### src/rtl/posit32_decode_pipe.sv
// Pipelined posit32 (es=2) field decoder: sign, scale = 4k+e, 28-bit mantissa, zero/NaR flags.
// Define POSIT32_DECODE_MID_REG_EN to add a register between regime count and extract (latency 3 vs 2).

module posit32_count_regime (
    input  logic [30:0] body,
    output logic [4:0]  run_len,
    output logic        regime_bit
);
    logic [30:0] flip;

    // Run length of the leading bit equals the leading-zero count after inverting a run of ones.
    always_comb begin
        regime_bit = body[30];
        flip       = body[30] ? ~body : body;
        run_len    = 5'd31;
        for (int i = 0; i <= 30; i++) begin
            if (flip[i]) run_len = 5'(30 - i);
        end
    end
endmodule

module posit32_decode_pipe (
    input  logic        clk,
    input  logic        rst,
    input  logic        in_valid,
    output logic        in_ready,
    input  logic [31:0] in_posit,
    output logic        out_valid,
    input  logic        out_ready,
    output logic        out_sign,
    output logic [8:0]  out_scale,
    output logic [27:0] out_mant,
    output logic        out_zero,
    output logic        out_nar
);
    // Handshake: a stage transfers on a rising edge when valid && ready; a stage
    // loads when empty or when its current content leaves in the same cycle.
    logic        s1_valid_q, s1_valid_d;
    logic        s1_sign_q, s1_sign_d;
    logic [31:0] s1_abs_q, s1_abs_d;
    logic        s1_zero_q, s1_zero_d;
    logic        s1_nar_q, s1_nar_d;

    logic        out_valid_q, out_valid_d;
    logic        out_sign_q, out_sign_d;
    logic [8:0]  out_scale_q, out_scale_d;
    logic [27:0] out_mant_q, out_mant_d;
    logic        out_zero_q, out_zero_d;
    logic        out_nar_q, out_nar_d;

    logic        out_take, s1_take;
    logic [4:0]  cnt_m;
    logic        cnt_r;
    logic [8:0]  cnt_k;

    logic        x_valid, x_sign, x_zero, x_nar;
    logic [31:0] x_abs;
    logic [4:0]  x_m;
    logic [8:0]  x_k;

    logic [5:0]  shamt;
    logic [31:0] shifted;
    logic [28:0] field;
    logic        ext_sign;
    logic [8:0]  ext_scale;
    logic [27:0] ext_mant;

    posit32_count_regime u_count (
        .body       (s1_abs_q[30:0]),
        .run_len    (cnt_m),
        .regime_bit (cnt_r)
    );

    assign cnt_k = cnt_r ? ({4'd0, cnt_m} - 9'd1) : (9'd0 - {4'd0, cnt_m});

`ifdef POSIT32_DECODE_MID_REG_EN
    logic        mid_take;
    logic        mid_valid_q, mid_valid_d;
    logic        mid_sign_q, mid_sign_d;
    logic [31:0] mid_abs_q, mid_abs_d;
    logic [4:0]  mid_m_q, mid_m_d;
    logic [8:0]  mid_k_q, mid_k_d;
    logic        mid_zero_q, mid_zero_d;
    logic        mid_nar_q, mid_nar_d;

    always_comb begin
        mid_valid_d = mid_valid_q;
        mid_sign_d  = mid_sign_q;
        mid_abs_d   = mid_abs_q;
        mid_m_d     = mid_m_q;
        mid_k_d     = mid_k_q;
        mid_zero_d  = mid_zero_q;
        mid_nar_d   = mid_nar_q;
        if (mid_take) mid_valid_d = s1_valid_q;
        if (mid_take && s1_valid_q) begin
            mid_sign_d = s1_sign_q;
            mid_abs_d  = s1_abs_q;
            mid_m_d    = cnt_m;
            mid_k_d    = cnt_k;
            mid_zero_d = s1_zero_q;
            mid_nar_d  = s1_nar_q;
        end
    end

    assign x_valid = mid_valid_q;
    assign x_sign  = mid_sign_q;
    assign x_abs   = mid_abs_q;
    assign x_m     = mid_m_q;
    assign x_k     = mid_k_q;
    assign x_zero  = mid_zero_q;
    assign x_nar   = mid_nar_q;
`else
    assign x_valid = s1_valid_q;
    assign x_sign  = s1_sign_q;
    assign x_abs   = s1_abs_q;
    assign x_m     = cnt_m;
    assign x_k     = cnt_k;
    assign x_zero  = s1_zero_q;
    assign x_nar   = s1_nar_q;
`endif

    // Ready chain runs combinationally from out_ready back to in_ready.
    always_comb begin
        out_take = !out_valid_q || out_ready;
`ifdef POSIT32_DECODE_MID_REG_EN
        mid_take = !mid_valid_q || out_take;
        s1_take  = !s1_valid_q || mid_take;
`else
        s1_take  = !s1_valid_q || out_take;
`endif
        s1_valid_d = s1_valid_q;
        s1_sign_d  = s1_sign_q;
        s1_abs_d   = s1_abs_q;
        s1_zero_d  = s1_zero_q;
        s1_nar_d   = s1_nar_q;
        if (s1_take) s1_valid_d = in_valid;
        if (s1_take && in_valid) begin
            s1_sign_d = in_posit[31];
            s1_abs_d  = in_posit[31] ? (~in_posit + 32'd1) : in_posit;
            s1_zero_d = (in_posit == 32'h0000_0000);
            s1_nar_d  = (in_posit == 32'h8000_0000);
        end
    end

    assign in_ready = s1_take;

    // Drop sign, run and terminator; a full-length run leaves nothing behind.
    always_comb begin
        shamt     = {1'b0, x_m} + 6'd2;
        shifted   = shamt[5] ? 32'd0 : (x_abs << shamt[4:0]);
        field     = 29'(shifted >> 3);
        ext_sign  = x_sign;
        ext_scale = (x_k << 2) + {7'd0, field[28:27]};
        ext_mant  = {1'b1, field[26:0]};
        if (x_zero || x_nar) begin
            ext_sign  = 1'b0;
            ext_scale = 9'd0;
            ext_mant  = 28'd0;
        end
    end

    always_comb begin
        out_valid_d = out_valid_q;
        out_sign_d  = out_sign_q;
        out_scale_d = out_scale_q;
        out_mant_d  = out_mant_q;
        out_zero_d  = out_zero_q;
        out_nar_d   = out_nar_q;
        if (out_take) out_valid_d = x_valid;
        if (out_take && x_valid) begin
            out_sign_d  = ext_sign;
            out_scale_d = ext_scale;
            out_mant_d  = ext_mant;
            out_zero_d  = x_zero;
            out_nar_d   = x_nar;
        end
    end

    always_ff @(posedge clk or posedge rst) begin
        if (rst) begin
            s1_valid_q  <= 1'b0;
            s1_sign_q   <= 1'b0;
            s1_abs_q    <= 32'd0;
            s1_zero_q   <= 1'b0;
            s1_nar_q    <= 1'b0;
`ifdef POSIT32_DECODE_MID_REG_EN
            mid_valid_q <= 1'b0;
            mid_sign_q  <= 1'b0;
            mid_abs_q   <= 32'd0;
            mid_m_q     <= 5'd0;
            mid_k_q     <= 9'd0;
            mid_zero_q  <= 1'b0;
            mid_nar_q   <= 1'b0;
`endif
            out_valid_q <= 1'b0;
            out_sign_q  <= 1'b0;
            out_scale_q <= 9'd0;
            out_mant_q  <= 28'd0;
            out_zero_q  <= 1'b0;
            out_nar_q   <= 1'b0;
        end else begin
            s1_valid_q  <= s1_valid_d;
            s1_sign_q   <= s1_sign_d;
            s1_abs_q    <= s1_abs_d;
            s1_zero_q   <= s1_zero_d;
            s1_nar_q    <= s1_nar_d;
`ifdef POSIT32_DECODE_MID_REG_EN
            mid_valid_q <= mid_valid_d;
            mid_sign_q  <= mid_sign_d;
            mid_abs_q   <= mid_abs_d;
            mid_m_q     <= mid_m_d;
            mid_k_q     <= mid_k_d;
            mid_zero_q  <= mid_zero_d;
            mid_nar_q   <= mid_nar_d;
`endif
            out_valid_q <= out_valid_d;
            out_sign_q  <= out_sign_d;
            out_scale_q <= out_scale_d;
            out_mant_q  <= out_mant_d;
            out_zero_q  <= out_zero_d;
            out_nar_q   <= out_nar_d;
        end
    end

    assign out_valid = out_valid_q;
    assign out_sign  = out_sign_q;
    assign out_scale = out_scale_q;
    assign out_mant  = out_mant_q;
    assign out_zero  = out_zero_q;
    assign out_nar   = out_nar_q;
endmodule

### config.mk
export PLATFORM = sky130hd
export DESIGN_NAME = posit32_decode_pipe
export DESIGN_NICKNAME = d
export VERILOG_FILES = /design/src/rtl/posit32_decode_pipe.sv
export SDC_FILE = /design/constraint.sdc
export NUM_CORES = 1
export LEC_CHECK = 0
export BUFFER_PORTS_ARGS = -buffer_cell sky130_fd_sc_hd__buf_2
export CAP_MARGIN = 20
export CORE_MARGIN = 5
export CORE_UTILIZATION = 57
export DETAILED_ROUTE_END_ITERATION = 6
export GPL_ROUTABILITY_DRIVEN = 0
export PLACE_DENSITY = 0.87
export RECOVER_POWER = 50
export REMOVE_ABC_BUFFERS = 1
export SLEW_MARGIN = 5
export SYNTH_ARGS = -nofsm -noshare
export SYNTH_HDL_FRONTEND = slang
export SYNTH_SLANG_ARGS = --single-unit
### constraint.sdc
create_clock -name clk -period 4.8 [get_ports clk]
set_input_delay 1.44 -clock clk [delete_from_list [all_inputs] [get_ports clk]]
set_output_delay 1.44 -clock clk [all_outputs]
set_load 0.005 [all_outputs]
# == Yosys cells after proc, flatten, opt, wreduce, memory -nomap -nowiden ==
# Cells that the tools add are included.
# classes
n_addsub,5
n_eq_ne,1
n_shift,1
mux,38
n_bitwise,2
reduce_logical,8
# ops
op,n
$mux 5,16
$mux 32,2
$add 32x1->32 const B,1
$eq 32x32->1 const B,1
$logic_not 32->1,1
$mux 4,8
$not 32->32,1
$shl 32x5->32,1
$mux 31,1
$not 31->31,1
$mux 28,1
$mux 3,4
$add 9x2->9,1
$mux 9,1
$mux 7,1
$add 5x2->6 const B,1
$sub 1x5->6 const A,1
$sub 5x1->6 const B,1
$mux 2,2
$logic_or 1x1->1,3
$logic_and 1x1->1,2
$logic_not 1->1,2
$mux 1,2
# totals
regBits,77
inputBits,36
out_inout_bits,42
elab_cells,66

# == Logic depth before layout (Yosys ltp) ==
# logic_depth
depth_word,38
depth_mapped,20
ltp_nobuf,14

# == Hierarchy ==
# From an unflattened synthesis, not the netlist that was laid out.
# unflattened
cells_unflattened,684
area_unflattened_um2,6008.3
# modules_own_cells
module,instances,cells_each,area_per_inst_um2,seq_area_each_um2
posit32_decode_pipe,1,546,5226.3,1901.8
posit32_count_regime,1,138,782.0,0.0

# == Least setup slack after synthesis ==
# OpenSTA, ideal clock, no wires.
# synth_timing
path_kind,register to register
startpoint,register s1_abs_q[30]
endpoint,register out_scale_q[0] (netlist: out_scale[0])
arrival_time_ps,3687
t_required_ps,4674
path_slack_ps,987
stages_incl_launch_ff,18
synth_period_minus_slack_ps,3813
path_cell_list,dfrtp_1 > buf_6 > buf_6 > or4_1 > o22ai_1 > o2111ai_1 > and2_4 > nor2_8 > inv_2 > buf_6 > buf_6 > ha_1 > xnor2_1 > clkbuf_1 > nand2_1 > a22oi_1 > a21oi_1 > a221o_1
# synth_via
elab_chain_len,37
word_cells_on_any_way,38
# synth_lines
element,line_no,text
from (decl),40,"logic [31:0] s1_abs_q, s1_abs_d;"
from (signal assigned),204,s1_abs_q <= s1_abs_d;
$mux 31,14,flip = body[30] ? ~body : body;
$mux 1,17,if (flip[i]) run_len = 5'(30 - i);
$mux 2 (2 in series),17,
$mux 3 (4 in series),17,
$mux 4 (8 in series),17,
$mux 5 (16 in series),17,
$add 5x2->6,149,"shamt = {1'b0, x_m} + 6'd2;"
$shl 32x5->32,150,shifted = shamt[5] ? 32'd0 : (x_abs << shamt[4:0]);
$mux 32 *,150,
$add 9x2->9 *,153,"ext_scale = (x_k << 2) + {7'd0, field[28:27]};"
$mux 9 *,155,if (x_zero || x_nar) begin
to (signal assigned),218,out_scale_q <= out_scale_d;
to (decl),46,"logic [8:0] out_scale_q, out_scale_d;"
# Mark *: on every way between the ends. The rest lies on a longest branch, timed or not.
# A chain may end at the register's enable or synchronous reset.

# == Worst setup path after layout ==
# layout_timing
startpoint,register s1_abs_q[30]
endpoint,register out_scale_q[1] (netlist: out_scale[1])
# Same word-level chain as after synthesis.

==> out/results.tsv <==
stage	metric	value	unit
final_layout	Final #Nets	822	
clock_network	TritonCTS Sinks	76	
worst_setup_path	CP endpoint kind	flop	
worst_setup_path	Critical Path Source	s1_abs_q[30]	
final_layout	cell area after layout	0.00674	mm²
synth	share of flip-flops with an asynchronous set or reset after synthesis	1.00	
run	number of maximum-capacitance violations	2	
final_layout	area added between synthesis and finish	8.28	%
sta	setup skew after layout	16.3	ps
sta	Max Clk Rate	234	MHz
global_route	GRT Overall Usage	0.257	
route	drt pass-1 iters	6	
synth	cell with the most instances after synthesis	nand2_1	
clock_network	number of CTS-inserted buffers	9	
worst_hold_path	path category of the worst min-delay check	reg -> reg	
synth	distinct cell type count after synthesis	78	
route	DRT iter0 DRCs	938	
route	DR vias/cell	6.63	
synth	most instantiated flip-flop cell in the synthesis netlist	dfrtp_1	
synth	fraction of the yosys area taken by sequential cells	0.306	
die	area of the die	0.0131	mm²
die	width of the chip	114	µm
final_layout	post-route non-filler standard cell count	925	
placed_design	placed insts	910	
worst_setup_path	maximum net fanout on the critical path	34	
final_layout	n_diodes	0	
synth	number of warnings reported in the yosys synthesis log	0	
route	average routed wire per standard cell	18.0	µm
clock_network	CTS tree	done	
global_route	antenna violations before repair	0	
sta	max-slew violations	78	
synth	total of flip-flops plus latches after synthesis	76	
synth	area leader, netlist	dfrtp_1	
sta	Slew HR	-0.233	
global_route	vias in the first global route	5640	
worst_setup_path	arrival time of data at the critical path endpoint	4580	ps
worst_setup_path	R2R setup slack	530	ps
final_layout	area occupied by multi-input gates	0.00397	mm²
sta	Setup Total Neg Slack	0	ps
sta	count of endpoints failing setup in the final report	0	
clock_network	H-tree depth	3	
run_status	outcome	finished, violations left	
pwr	post-layout power	3.25	mW
die	effective utilization at floorplan	0.577	
global_route	wire length of the first global-routing pass	27.7	mm
clock_network	hold buffer count at cts	0	
global_route	met3 track utilization from global routing	0.0455	
global_route	fraction of met2 tracks used by global routing	0.406	
synth	cells after synthesis	743	
placed_design	final HPWL from detailed placement	12.4	mm
pwr	leakage component of the power	2.97	nW
sta	final period utilization	0.889	
synth	average cell area after synthesis	8.37	µm²
route	detailed-route via count	6129	
sta	measured slew at the worst slew-check pin	1850	ps
clock_network	Max Root-Sink Buffers	2	
worst_setup_path	cell-by-cell listing of the critical path	or4_1, o22ai_1, o2111ai_1, and2_4, nor2_8, inv_2, ha_1, nand3_1, o21ai_1, nor2_2, nand2_1, o31ai_1, a211o_1	
clock_network	insertion delay to the later sink of the worst-skew pair	370	ps
route	Antenna Nets Post-Route	0	
placed_design	area post-placement	0.00659	mm²
global_route	GR peak layer	met2	
worst_setup_path	start-to-end type of the worst setup path	reg -> reg	
worst_setup_path	Max stage delay on crit path	660	ps
die	overall die height	114	µm
final_layout	share of the core filled with cells in the final layout	0.624	
global_route	global-route met1 utilization	0.347	
route	Final Routed Wirelength	16.7	mm
worst_setup_path	worst flop-to-flop path startpoint	s1_abs_q[30]	
die	number of I/O pins	78	
worst_hold_path	critical hold path startpoint	out_scale[6]	
final_layout	FF+latch area	0.00190	mm²
pwr	highest ir drop seen on vdd	0.000258	V
sta	Hold Vio Cnt, Final	0	
sta	minimum clock period after layout	4270	ps
final_layout	filler cell count	880	
worst_setup_path	sort of element at the start of the critical path	flop	
pwr	Pwr per Cell Area	483	mW/mm²
clock_network	clock tree root driver cell	clkbuf_8	
die	Core Region	0.0108	mm²
route	final routed DRC violation total	0	
run_status	violations in the final reports	max-capacitance violations, max-slew violations	
synth	portion of synthesized cell area occupied by the leading cell type	0.306	
synth	Cell Area, Synth	0.00622	mm²
global_route	pin count of the biggest net entering global routing	71	
global_route	global route overflow	0	
synth	Commonest cells post-synth	nand2_1, dfrtp_1, mux2i_1, o21ai_0, clkbuf_1	
sta	setup repair after global routing missed its margin	no	
worst_setup_path	worst path required time	5110	ps
synth	cell types occupying the most area after synthesis	dfrtp_1, mux2i_1, nand2_1	
placed_design	count of buffers inserted at the top-level ports	77	
worst_setup_path	slowest library cell on the worst path	nor2_2	
synth	number of flops mapped to enable cells by yosys	0	
die	number of placement rows	38	
final_layout	share of post-route cells with drive strength above 1	0.162	
clock_network	post-CTS clock slew at the launch and capture registers of the worst setup and hold paths	80	ps
worst paths after layout:
kind / endpoint / cells after the start
min in group asynchronous: out_nar / 2
min reg2reg: out_scale[6] / 2
max reg2reg: out_scale[1] / 13
min: out_scale[6] / 2
max in group asynchronous: s1_abs_q[30] / 4
max: out_scale[1] / 13
metrics by stage:
step                      worst slack, ps  hold slack [ps]
final                                 535              479
after global routing                  297              509
after CTS                             419              481
after detailed placement              442              466
after global placement                691              458
after floorplan                      48.5              449
worst max-delay path, delay by kind of cell (launching register included):
family,cells,cell delay [ps]
DFF,1,600
and+or+nand+nor,6,2310
adders and majority gates,1,260
AOI/OAI and AO/OA,5,970
buffers and inverters,1,70
layout make-up:
class	count	share of cell area
multi-input combinational	588	0.589
sequential	76	0.282
tap	140	0.0260
clock inverter	2	0.00186
inverter	16	0.00891
timing repair buffer	91	0.0700
clock buffer	12	0.0215
timing repair:
item                       4_1_cts  5_1_grt
gates resized for setup          0        1
setup buffers                    0        0
setup endpoints to repair        0        2
state kept, by name, summed over array words and instances, names as in the netlist:
signal      cells
s1_abs_q       32
out_mant       28
out_scale       8
out_nar         1
out_sign        1
out_valid       1
out_zero        1
s1_nar_q        1
s1_sign_q       1
s1_valid_q      1
s1_zero_q       1
layer usage:
metal / part of all wire / vias up
met3: 0.097 / 86
met1: 0.41 / 2843
li1: - / 2803
met2: 0.45 / 397
met4: 0.041 / 0
met5: 0 / -
power breakdown:
group	leakage, nW	internal, mW	switching (mW)
logic	1.94	0.770	1.03
registers	0.947	0.818	0.201
clock network	0.0783	0.196	0.235
logic make-up after synthesis:
| family | Yosys count | synth area share |
|---|---|---|
| muxes | 80 | 0.143 |
| adders and majority gates | 4 | 0.00804 |
| and+or+nand+nor | 256 | 0.199 |
| buffers and inverters | 79 | 0.0579 |
| AOI/OAI and AO/OA | 206 | 0.227 |
| xor gates and xnor gates | 42 | 0.0591 |
| DFF | 76 | 0.306 |
cells in the final DEF, fill, tap and decap left out, drive strengths merged, types with 5 or more instances in the layout:
master  synthesis  final
nor3           14     14
nand3          22     22
nand2b         12     12
nor2b           6      6
xnor2          13     13
nor2           33     33
o41ai           7      7
dfrtp          76     76
mux4            5      5
o221ai          5      5
mux2i          65     65
xor2           29     29
buf            26     81
nand4           6      6
nor4            7      7
o211ai          8      8
or3             8      8
a32oi           6      6
a31oi          10     10
a211oi          5      5
nand2         117    117
mux2           10     10
or2             8      8
o31ai          12     12
or4             9      9
inv            16     16
clkbuf         37     22
o22ai           6      6
a22o            6      6
a21oi          25     25
o21ai          67     67
Note: power is estimated with default switching activity, not from simulation.
